$ cat src/rtl/i2c_scl_gen_stretch.sv
// i2c_scl_gen_stretch
// I2C master SCL / data-phase timing generator. One SCL period is four
// quarters of DIVIDER clk cycles each; quarter 2 (SCL high) is held while a
// slave stretches SCL low.
// Build option: define I2C_STRETCH_TIMEOUT_EN to bound each stretch to
// TIMEOUT_CYC held cycles and raise a sticky timeout flag when it expires.

module i2c_scl_gen_stretch #(
    parameter int DIVIDER     = 250,
    parameter int SYNC_STAGES = 2,
    parameter int TIMEOUT_CYC = 1000000
) (
    input  logic clk,
    input  logic rst,
    input  logic ena,
    input  logic stretch_en,
    input  logic scl_in,
    input  logic timeout_clr,
    output logic scl_clk,
    output logic data_clk,
    output logic high_window,
    output logic stretching,
    output logic data_rise,
    output logic scl_rise,
    output logic scl_fall,
    output logic timeout
);

    localparam int CBITS = $clog2(4*DIVIDER);

    // Quarter boundaries expressed in the counter's own width.
    localparam logic [CBITS-1:0] Q1_START = CBITS'(DIVIDER);
    localparam logic [CBITS-1:0] Q2_START = CBITS'(2*DIVIDER);
    localparam logic [CBITS-1:0] Q3_START = CBITS'(3*DIVIDER);
    localparam logic [CBITS-1:0] CNT_LAST = CBITS'(4*DIVIDER-1);

    logic [CBITS-1:0]       cnt;
    logic [CBITS-1:0]       cnt_next;
    logic [SYNC_STAGES-1:0] sync_q;
    logic                   scl_sync;
    logic                   hold;
    logic                   stretch_release;

    assign scl_sync = sync_q[SYNC_STAGES-1];

    // Bring the asynchronous bus line into the clk domain.
    always_ff @(posedge clk or posedge rst) begin
        if (rst) begin
            // The bus idles high, so the chain starts high to avoid a false stretch.
            sync_q <= '1;
        end else begin
            // NOTE: state registers use non-blocking assignments so every flop
            // samples the pre-edge value of its neighbours.
            sync_q <= {sync_q[SYNC_STAGES-2:0], scl_in};
        end
    end

    // Next counter value: hold at the start of the high quarter while stretched.
    always_comb begin
        // NOTE: every combinational output is defaulted first so no path leaves
        // it unassigned, which would otherwise infer a latch.
        hold     = 1'b0;
        cnt_next = '0;
        if (ena) begin
            hold = (cnt == Q2_START) && stretch_en && !scl_sync && !stretch_release;
            if (hold)
                cnt_next = cnt;
            else if (cnt == CNT_LAST)
                cnt_next = '0;
            else
                cnt_next = cnt + 1'b1;
        end
    end

`ifdef I2C_STRETCH_TIMEOUT_EN
    localparam int TBITS = $clog2(TIMEOUT_CYC+1);

    logic [TBITS-1:0] stretch_cnt;
    logic             timeout_set;

    // Releasing happens on the edge after TIMEOUT_CYC consecutive hold cycles.
    assign stretch_release = (stretch_cnt >= TBITS'(TIMEOUT_CYC));
    assign timeout_set     = ena && (cnt == Q2_START) && stretch_en && !scl_sync
                             && stretch_release;

    // Count consecutive hold cycles; any non-hold cycle restarts the count.
    always_ff @(posedge clk or posedge rst) begin
        if (rst)
            stretch_cnt <= '0;
        else if (hold)
            stretch_cnt <= stretch_cnt + 1'b1;
        else
            stretch_cnt <= '0;
    end

    // Sticky timeout flag; a clear request beats a set on the same edge.
    always_ff @(posedge clk or posedge rst) begin
        if (rst)
            timeout <= 1'b0;
        else if (timeout_clr)
            timeout <= 1'b0;
        else if (timeout_set)
            timeout <= 1'b1;
    end
`else
    localparam int unused_timeout_cyc = TIMEOUT_CYC;
    logic          unused_timeout_clr;

    assign unused_timeout_clr = timeout_clr;
    assign stretch_release    = 1'b0;
    assign timeout            = 1'b0;
`endif

    // Load the counter and decode all outputs from cnt_next on the same edge.
    always_ff @(posedge clk or posedge rst) begin
        if (rst) begin
            cnt         <= '0;
            scl_clk     <= 1'b1;
            data_clk    <= 1'b0;
            high_window <= 1'b0;
            stretching  <= 1'b0;
            data_rise   <= 1'b0;
            scl_rise    <= 1'b0;
            scl_fall    <= 1'b0;
        end else begin
            cnt         <= cnt_next;
            scl_clk     <= !ena || (cnt_next >= Q2_START);
            data_clk    <= ena && (cnt_next >= Q1_START) && (cnt_next < Q3_START);
            high_window <= ena && (cnt_next >= Q2_START) && (cnt_next < Q3_START);
            stretching  <= hold;
            data_rise   <= ena && (cnt_next == Q1_START) && (cnt != Q1_START);
            scl_rise    <= ena && (cnt_next == Q2_START) && (cnt != Q2_START);
            scl_fall    <= ena && (cnt_next == '0) && (cnt == CNT_LAST);
        end
    end

    // A hold can only happen at the start of the high quarter.
    a_stretch_in_high_window : assert property (
        @(posedge clk) disable iff (rst) stretching |-> high_window
    );

endmodule

$ cat config.mk
export PLATFORM = sky130hd
export DESIGN_NAME = i2c_scl_gen_stretch
export DESIGN_NICKNAME = d
export VERILOG_FILES = /design/src/rtl/i2c_scl_gen_stretch.sv
export SDC_FILE = /design/constraint.sdc
export NUM_CORES = 1
export LEC_CHECK = 0
export CAP_MARGIN = 25
export CORE_ASPECT_RATIO = 0.8
export CORE_MARGIN = 3
export CORE_UTILIZATION = 54
export DETAILED_ROUTE_END_ITERATION = 7
export GPL_TIMING_DRIVEN = 1
export PLACE_DENSITY = 0.87
export SLEW_MARGIN = 25
export SYNTH_ARGS = -nofsm -noshare
export SYNTH_HDL_FRONTEND = slang
export SYNTH_SLANG_ARGS = --single-unit
$ cat constraint.sdc
create_clock -name clk -period 2.7 [get_ports clk]
set_clock_uncertainty 0.15 [all_clocks]
set_input_delay 0.675 -clock clk [delete_from_list [all_inputs] [get_ports clk]]
set_output_delay 0.675 -clock clk [all_outputs]
set_load 0.005 [all_outputs]
==> results of run 1 <==
-- cell families (layout without fill, tap and decap cells) --
| family | after synthesis | count (layout) | synth area share, % |
|---|---|---|---|
| and+or+nand+nor | 47 | 47 | 28.3 |
| adders and majority gates | 3 | 3 | 3.34 |
| xor gates and xnor gates | 4 | 4 | 3.12 |
| other | 1 | 1 | 0.333 |
| AOI/OAI and AO/OA | 24 | 24 | 16.4 |
| DFF | 19 | 19 | 42.6 |
| buffers and inverters | 14 | 26 | 6.01 |
-- where the power goes --
part	leakage [nW]	internal, W	switching (W)	total [W]
clock	0.0139	0.0000566	0.0000943	0.000151
combinational	0.262	0.0000234	0.0000304	0.0000538
sequential	0.253	0.000292	0.00000960	0.000302
-- worst max-delay path, stage by stage, from the launching register on --
cell	delay, ns
dfrtp_1	0.53
inv_1	0.17
ha_1	0.16
nand4b_1	0.23
nor4_4	0.32
o211a_2	0.29
a311oi_1	0.11
a211oi_1	0.34
a21oi_1	0.08
-- flip-flops by register name, indices dropped and copies added, names as in the netlist --
register / flops
data_rise: 1
cnt: 10
high_window: 1
scl_fall: 1
data_clk: 1
scl_clk: 1
sync_q: 2
stretching: 1
scl_rise: 1
-- path summary, 6_finish.rpt --
path | startpoint | endpoint | slack (ns) | depth (start not counted)
min | sync_q[0]$_DFF_PP1_ | sync_q[1]$_DFF_PP1_ | 0.22 | 0
max | cnt[0]$_DFF_PP0_ | high_window$_DFF_PP0_ | 0.22 | 8
min in group asynchronous | rst | cnt[6]$_DFF_PP0_ | 0.61 | 2
max reg2reg | cnt[0]$_DFF_PP0_ | high_window$_DFF_PP0_ | 0.22 | 8
max in group asynchronous | rst | cnt[3]$_DFF_PP0_ | 1.36 | 2
min reg2reg | sync_q[0]$_DFF_PP1_ | sync_q[1]$_DFF_PP1_ | 0.22 | 0
-- per-stage QoR --
| stage | cells | util [%] | hold slack (ns) |
|---|---|---|---|
| 3_5_place_dp | 144 | 64.9 | 0.197 |
| 6_report | 148 | 66.4 | 0.218 |
| 4_1_cts | 148 | 66.4 | 0.217 |
| 3_3_place_gp | 144 | 64.9 | 0.200 |
| 2_1_floorplan | 112 | - | 0.195 |
| 5_1_grt | 148 | 66.4 | 0.227 |
-- cells in the mapped netlist (all sizes together) --
master,count
a211oi,2
a21o,2
a21oi,3
a311oi,1
a31oi,2
a32o,1
a41oi,1
and3b,1
and4,1
buf,5
clkbuf,1
conb,1
dfrtp,16
dfstp,3
ha,3
inv,8
nand2,9
nand2b,3
nand3,4
nand3b,1
nand4,6
nand4b,2
nor2,6
nor3,4
nor4,5
o211a,1
o211ai,1
o21ai,8
o31ai,2
or2,2
or3,2
or3b,1
xnor2,2
xor2,2
-- cell type report --
class	instances	area (um2)
Sequential cell	19	479
Tap cell	24	30.0
Inverter	8	30.0
Multi-Input combinational cell	79	578
Fill cell	163	647
Timing Repair Buffer	14	133
Clock buffer	3	22.5
Clock inverter	1	7.51
-- routing by layer --
metal  up-vias  share of wire [%]
met5         -                  0
met4         0               0.72
met2        43                 44
met3         5                8.8
li1        429                  -
met1       442                 46
==> metrics.csv, run 1 <==
metric,value,unit
Die ar.,0.00267,mm2
run status,"finished, final reports clean",
Synth area leader,dfrtp_1,
Post-DRT Antenna Nets,0,
CTS buffer count,3,
WP data arrival,2.52,ns
H-tree depth,1,
Skew-Pair Late Insertion Delay,0.31,ns
PwrDens,395,mW/mm2
GP Congestion,0.905,
vias per inst,6.21,
register area share after synthesis,42.6,%
Final Cycle Share,91.9,%
dpl cell area,0.00125,mm2
Synth Instances,112,
first-pass GRT wire length,3.95,mm
drt initial violations,44,
Place WS,0.189,ns
Worst Tran Pin Value,0.690,ns
crit end category,flip-flop,
critical path type,flip-flop to flip-flop,
Port Buf Inserts,11,
Final setup viols,0,
number of placement rows,14,
unrepaired setup endpoints after global routing,no,
drt first pass iters,4,
mapped cell area,0.00112,mm2
Leak,0.529,nW
per-cell routed wire length,16.8,um
grt total ovfl,0,
met2 Use GR,31.2,%
Slew Limit Headroom,53.9,%
Root Driver,clkbuf_4,
met3 Use GR,6.32,%
top cell type's share of synthesized area,35.6,%
warnings from Yosys,0,
Die W,57.0,um
final worst slack,0.218,ns
share of layout cells above drive strength 1,17.7,%
HPWL after DPL,1.83,mm
CTS Buffer Depth,2,
mean post-synth cell area,10.0,um2
largest net degree at the start of global routing,20,
"Req. time, crit path",2.74,ns
# IOs,14,
Area Growth Syn to Fin,13.8,%
grt peak-use layer,met2,
Initial Utilization,58.4,%
crit start category,flip-flop,
core area,0.00193,mm2
TritonCTS clock tree,done,
via count,919,
max-slew violations,0,
critical path peak fanout,10,
# nets final,134,
maximum vdd drop,402,uV
Total Wirelength,2.49,mm
final number of hold-violating endpoints,0,
setup TNS,0,ns
Post-CTS Hold Fix Bufs,0,
vias in the first global route,874,
post-CTS resize count,0,
Die H,46.8,um
ANT cells,0,
Sink Count,19,
# Post-CTS Setup Buffers,0,
"top cells by area, synth","dfrtp_1, dfstp_2, o21ai_0, ha_1, nand2_1",
Max Fclk,403,MHz
initial antenna violation count,0,
Synth Net Count,121,
"Design Area, Final",0.00128,mm2
worst hold path type,flip-flop to flip-flop,
gr usage total,19.6,%
clock slew at reported path FFs,0.11,ns
Max-Cap Viols,0,
"commonest cells after routing, fill and taps aside","dfrtp_1, clkdlybuf4s50_1, nand2_1, inv_1, o21ai_0",
met1 Use GR,26.3,%
Yosys cell types,43,
"commonest non-fill, non-tap cell in the layout",dfrtp_1,
crit path time final,2.48,ns
total power,0.000506,W
remaining routing DRC violations,0,
Synth Register Bits,19,
(Power assumes the default switching activity.)
==> run 2: changes to the inputs <==
--- a/config.mk
+++ b/config.mk
@@ -8,10 +8,10 @@
 export CAP_MARGIN = 25
 export CORE_ASPECT_RATIO = 0.8
 export CORE_MARGIN = 3
-export CORE_UTILIZATION = 54
+export CORE_UTILIZATION = 48
 export DETAILED_ROUTE_END_ITERATION = 7
 export GPL_TIMING_DRIVEN = 1
-export PLACE_DENSITY = 0.87
+export PLACE_DENSITY = 0.82
 export SLEW_MARGIN = 25
 export SYNTH_ARGS = -nofsm -noshare
 export SYNTH_HDL_FRONTEND = slang
==> constraint.sdc (replaced) <==
create_clock -name clk -period 2.1 [get_ports clk]
set_clock_uncertainty 0.15 [all_clocks]
set_input_delay 0.525 -clock clk [delete_from_list [all_inputs] [get_ports clk]]
set_output_delay 0.525 -clock clk [all_outputs]
set_load 0.005 [all_outputs]
==> run 2 against run 1 <==
The run now ends with negative setup slack left; die area up 11%; sequential share of layout area is 8.1 points lower; highest routed layer unchanged; hold slack got worse by 0.00065 ns; global-route usage rose by 3.8 points; critical path depth up 1; count of clock-buffer cells in the layout did not move.
==> metrics.csv, run 2 (same netlist as run 1, synthesis figures left out) <==
metric,value,unit,change
Final Cycle Share,103,%,+11 points
Sink Count,19,,unchanged
Reg area,485,um2,+1.3%
crit start category,flip-flop,,
run status,"complete, but fails checks",,
final worst slack,-0.0547,ns,-0.272 ns
Die H,49.3,um,+5.3%
Die ar.,0.00296,mm2,+11%
Max-Cap Viols,0,,unchanged
Root Driver,clkbuf_4,,
"CP delay by family, top",compound AO/OA/AOI/OAI gates,,
ANT cells,0,,unchanged
number of placement rows,15,,+1
HPWL after DPL,2.10,mm,+15%
Die W,60.1,um,+5.4%
share of layout cells above drive strength 1,48.4,%,+31 points
failing checks,negative setup slack,,
critical path peak fanout,4,,-6
Worst Tran Pin Value,0.508,ns,-0.183 ns
clock slew at reported path FFs,0.11,ns,about the same
Leak,0.720,nW,+36%
max-slew violations,0,,unchanged
Crit-path slowest cell,dfrtp_2,,
core area,0.00220,mm2,+14%
multi-input gate area in the final layout,664,um2,+15%
crit path time final,2.15,ns,-0.328 ns
PwrDens,434,mW/mm2,+9.7%
largest net degree at the start of global routing,20,,unchanged
TritonCTS clock tree,done,,
dpl cell area,0.00144,mm2,+15%
CTS Buffer Depth,2,,unchanged
"commonest cells after routing, fill and taps aside","buf_4, dfrtp_1, clkdlybuf4s50_1, nand2_1, o21ai_0",,
"commonest non-fill, non-tap cell in the layout",buf_4,,
critical path type,flip-flop to flip-flop,,
WP depth,9,,+1
grt total ovfl,0,,unchanged
Place WS,-0.309,ns,-0.498 ns
CTS buffer count,3,,unchanged
GP Congestion,0.880,,-2.8%
setup TNS,-0.149,ns,-0.149 ns
per-cell routed wire length,18.1,um,+7.4%
initial antenna violation count,0,,unchanged
FF-to-FF Start,cnt[0]$_DFF_PP0_,,
Final setup viols,3,,+3
"Design Area, Final",0.00166,mm2,+29%
drt first pass iters,4,,unchanged
Total Wirelength,3.36,mm,+35%
Area Growth Syn to Fin,47.2,%,
fillers,145,,-11%
final core utilization,75.4,%,+9.0 points
remaining routing DRC violations,0,,unchanged
maximum vdd drop,432,uV,+7.4%
vias per inst,5.96,,-4.1%
# IOs,14,,unchanged
Worst Setup EP,data_clk$_DFF_PP0_,,
Post-CTS Hold Fix Bufs,0,,unchanged
crit path cell chain,"inv_2, ha_4, nand4b_1, buf_4, nor4_4, o211a_2, a311oi_2, a211oi_2, a31oi_1",,
Largest register FFs,10,,unchanged
unrepaired setup endpoints after global routing,yes,,
"Most flops, register",cnt,,
Max Fclk,464,MHz,+15%
drt initial violations,48,,+9.1%
vias in the first global route,1072,,+23%
Top Registers,"cnt: 10 flops, sync_q: 2 flops",,
Port Buf Inserts,11,,unchanged
Initial Utilization,51.2,%,-7.2 points
Slew Limit Headroom,65.9,%,+12 points
first-pass GRT wire length,5.09,mm,+29%
via count,1108,,+21%
# nets final,171,,+28%
H-tree depth,1,,unchanged
CP bufs+invs,2,,+1
critical path's largest stage delay,0.45,ns,-0.08 ns
final number of hold-violating endpoints,0,,unchanged
Skew-Pair Late Insertion Delay,0.31,ns,about the same
crit end category,flip-flop,,
Post-DRT Antenna Nets,0,,unchanged
worst hold path type,flip-flop to flip-flop,,
worst r2r path cells,9,,+1
WP data arrival,2.20,ns,-0.32 ns
Hold Slack,0.217,ns,-0.000649 ns
register-to-register setup slack,-0.05,ns,-0.27 ns
RR Endpoint,data_clk$_DFF_PP0_,,
CP startpoint,cnt[0]$_DFF_PP0_,,
gr usage total,23.4,%,+3.8 points
"Req. time, crit path",2.15,ns,-0.59 ns
[run 2: repair_timing]
item | 4_1_cts | 5_1_grt
pin swaps | 5 | 8
buffers inserted | 8 | 5
gates resized for setup | 11 | 13
endpoints found under the setup margin | 4 | 10
[run 2: metrics by stage]
step | std cells | power (W)
6_report | 186 | 0.000718
5_1_grt | 186 | 0.000747
4_1_cts | 181 | 0.000703
3_5_place_dp | 169 | 0.000487
3_3_place_gp | 169 | 0.000484
2_1_floorplan | 112 | 0.000439
[run 2: worst min-delay path by stage]
| stage | start | end | slack (ns) | depth (start not counted) |
|---|---|---|---|---|
| after detailed placement | sync_q[0]$_DFF_PP1_ | sync_q[1]$_DFF_PP1_ | 0.20 | 0 |
| after global routing | sync_q[0]$_DFF_PP1_ | sync_q[1]$_DFF_PP1_ | 0.22 | 0 |
| after global placement | sync_q[0]$_DFF_PP1_ | sync_q[1]$_DFF_PP1_ | 0.20 | 0 |
| final | sync_q[0]$_DFF_PP1_ | sync_q[1]$_DFF_PP1_ | 0.22 | 0 |
| after floorplan | sync_q[0]$_DFF_PP1_ | sync_q[1]$_DFF_PP1_ | 0.20 | 0 |
| after CTS | sync_q[0]$_DFF_PP1_ | sync_q[1]$_DFF_PP1_ | 0.22 | 0 |
[run 2: power breakdown]
part | switching [W] | internal, W
Sequential | 0.00000867 | 0.000376
Clock | 0.000124 | 0.0000728
Combinational | 0.0000650 | 0.0000708
Total | 0.000198 | 0.000520
[run 2: final cells by class]
type / count / area share, %
sequential: 19 / 29.3
clock inverter: 1 / 0.454
clock buffer: 3 / 1.36
multi-input combinational: 79 / 40.1
timing repair buffer: 51 / 25.0
tap: 25 / 1.89
inverter: 8 / 1.81
[run 2: metal layers]
layer / global-route usage, % / wire length [um] / vias up
met5: 0 / 0 / -
met4: 7.38 / 64 / 0
met3: 5.56 / 283 / 8
met2: 36.5 / 1700 / 61
met1: 31.5 / 1310 / 536
li1: - / - / 503
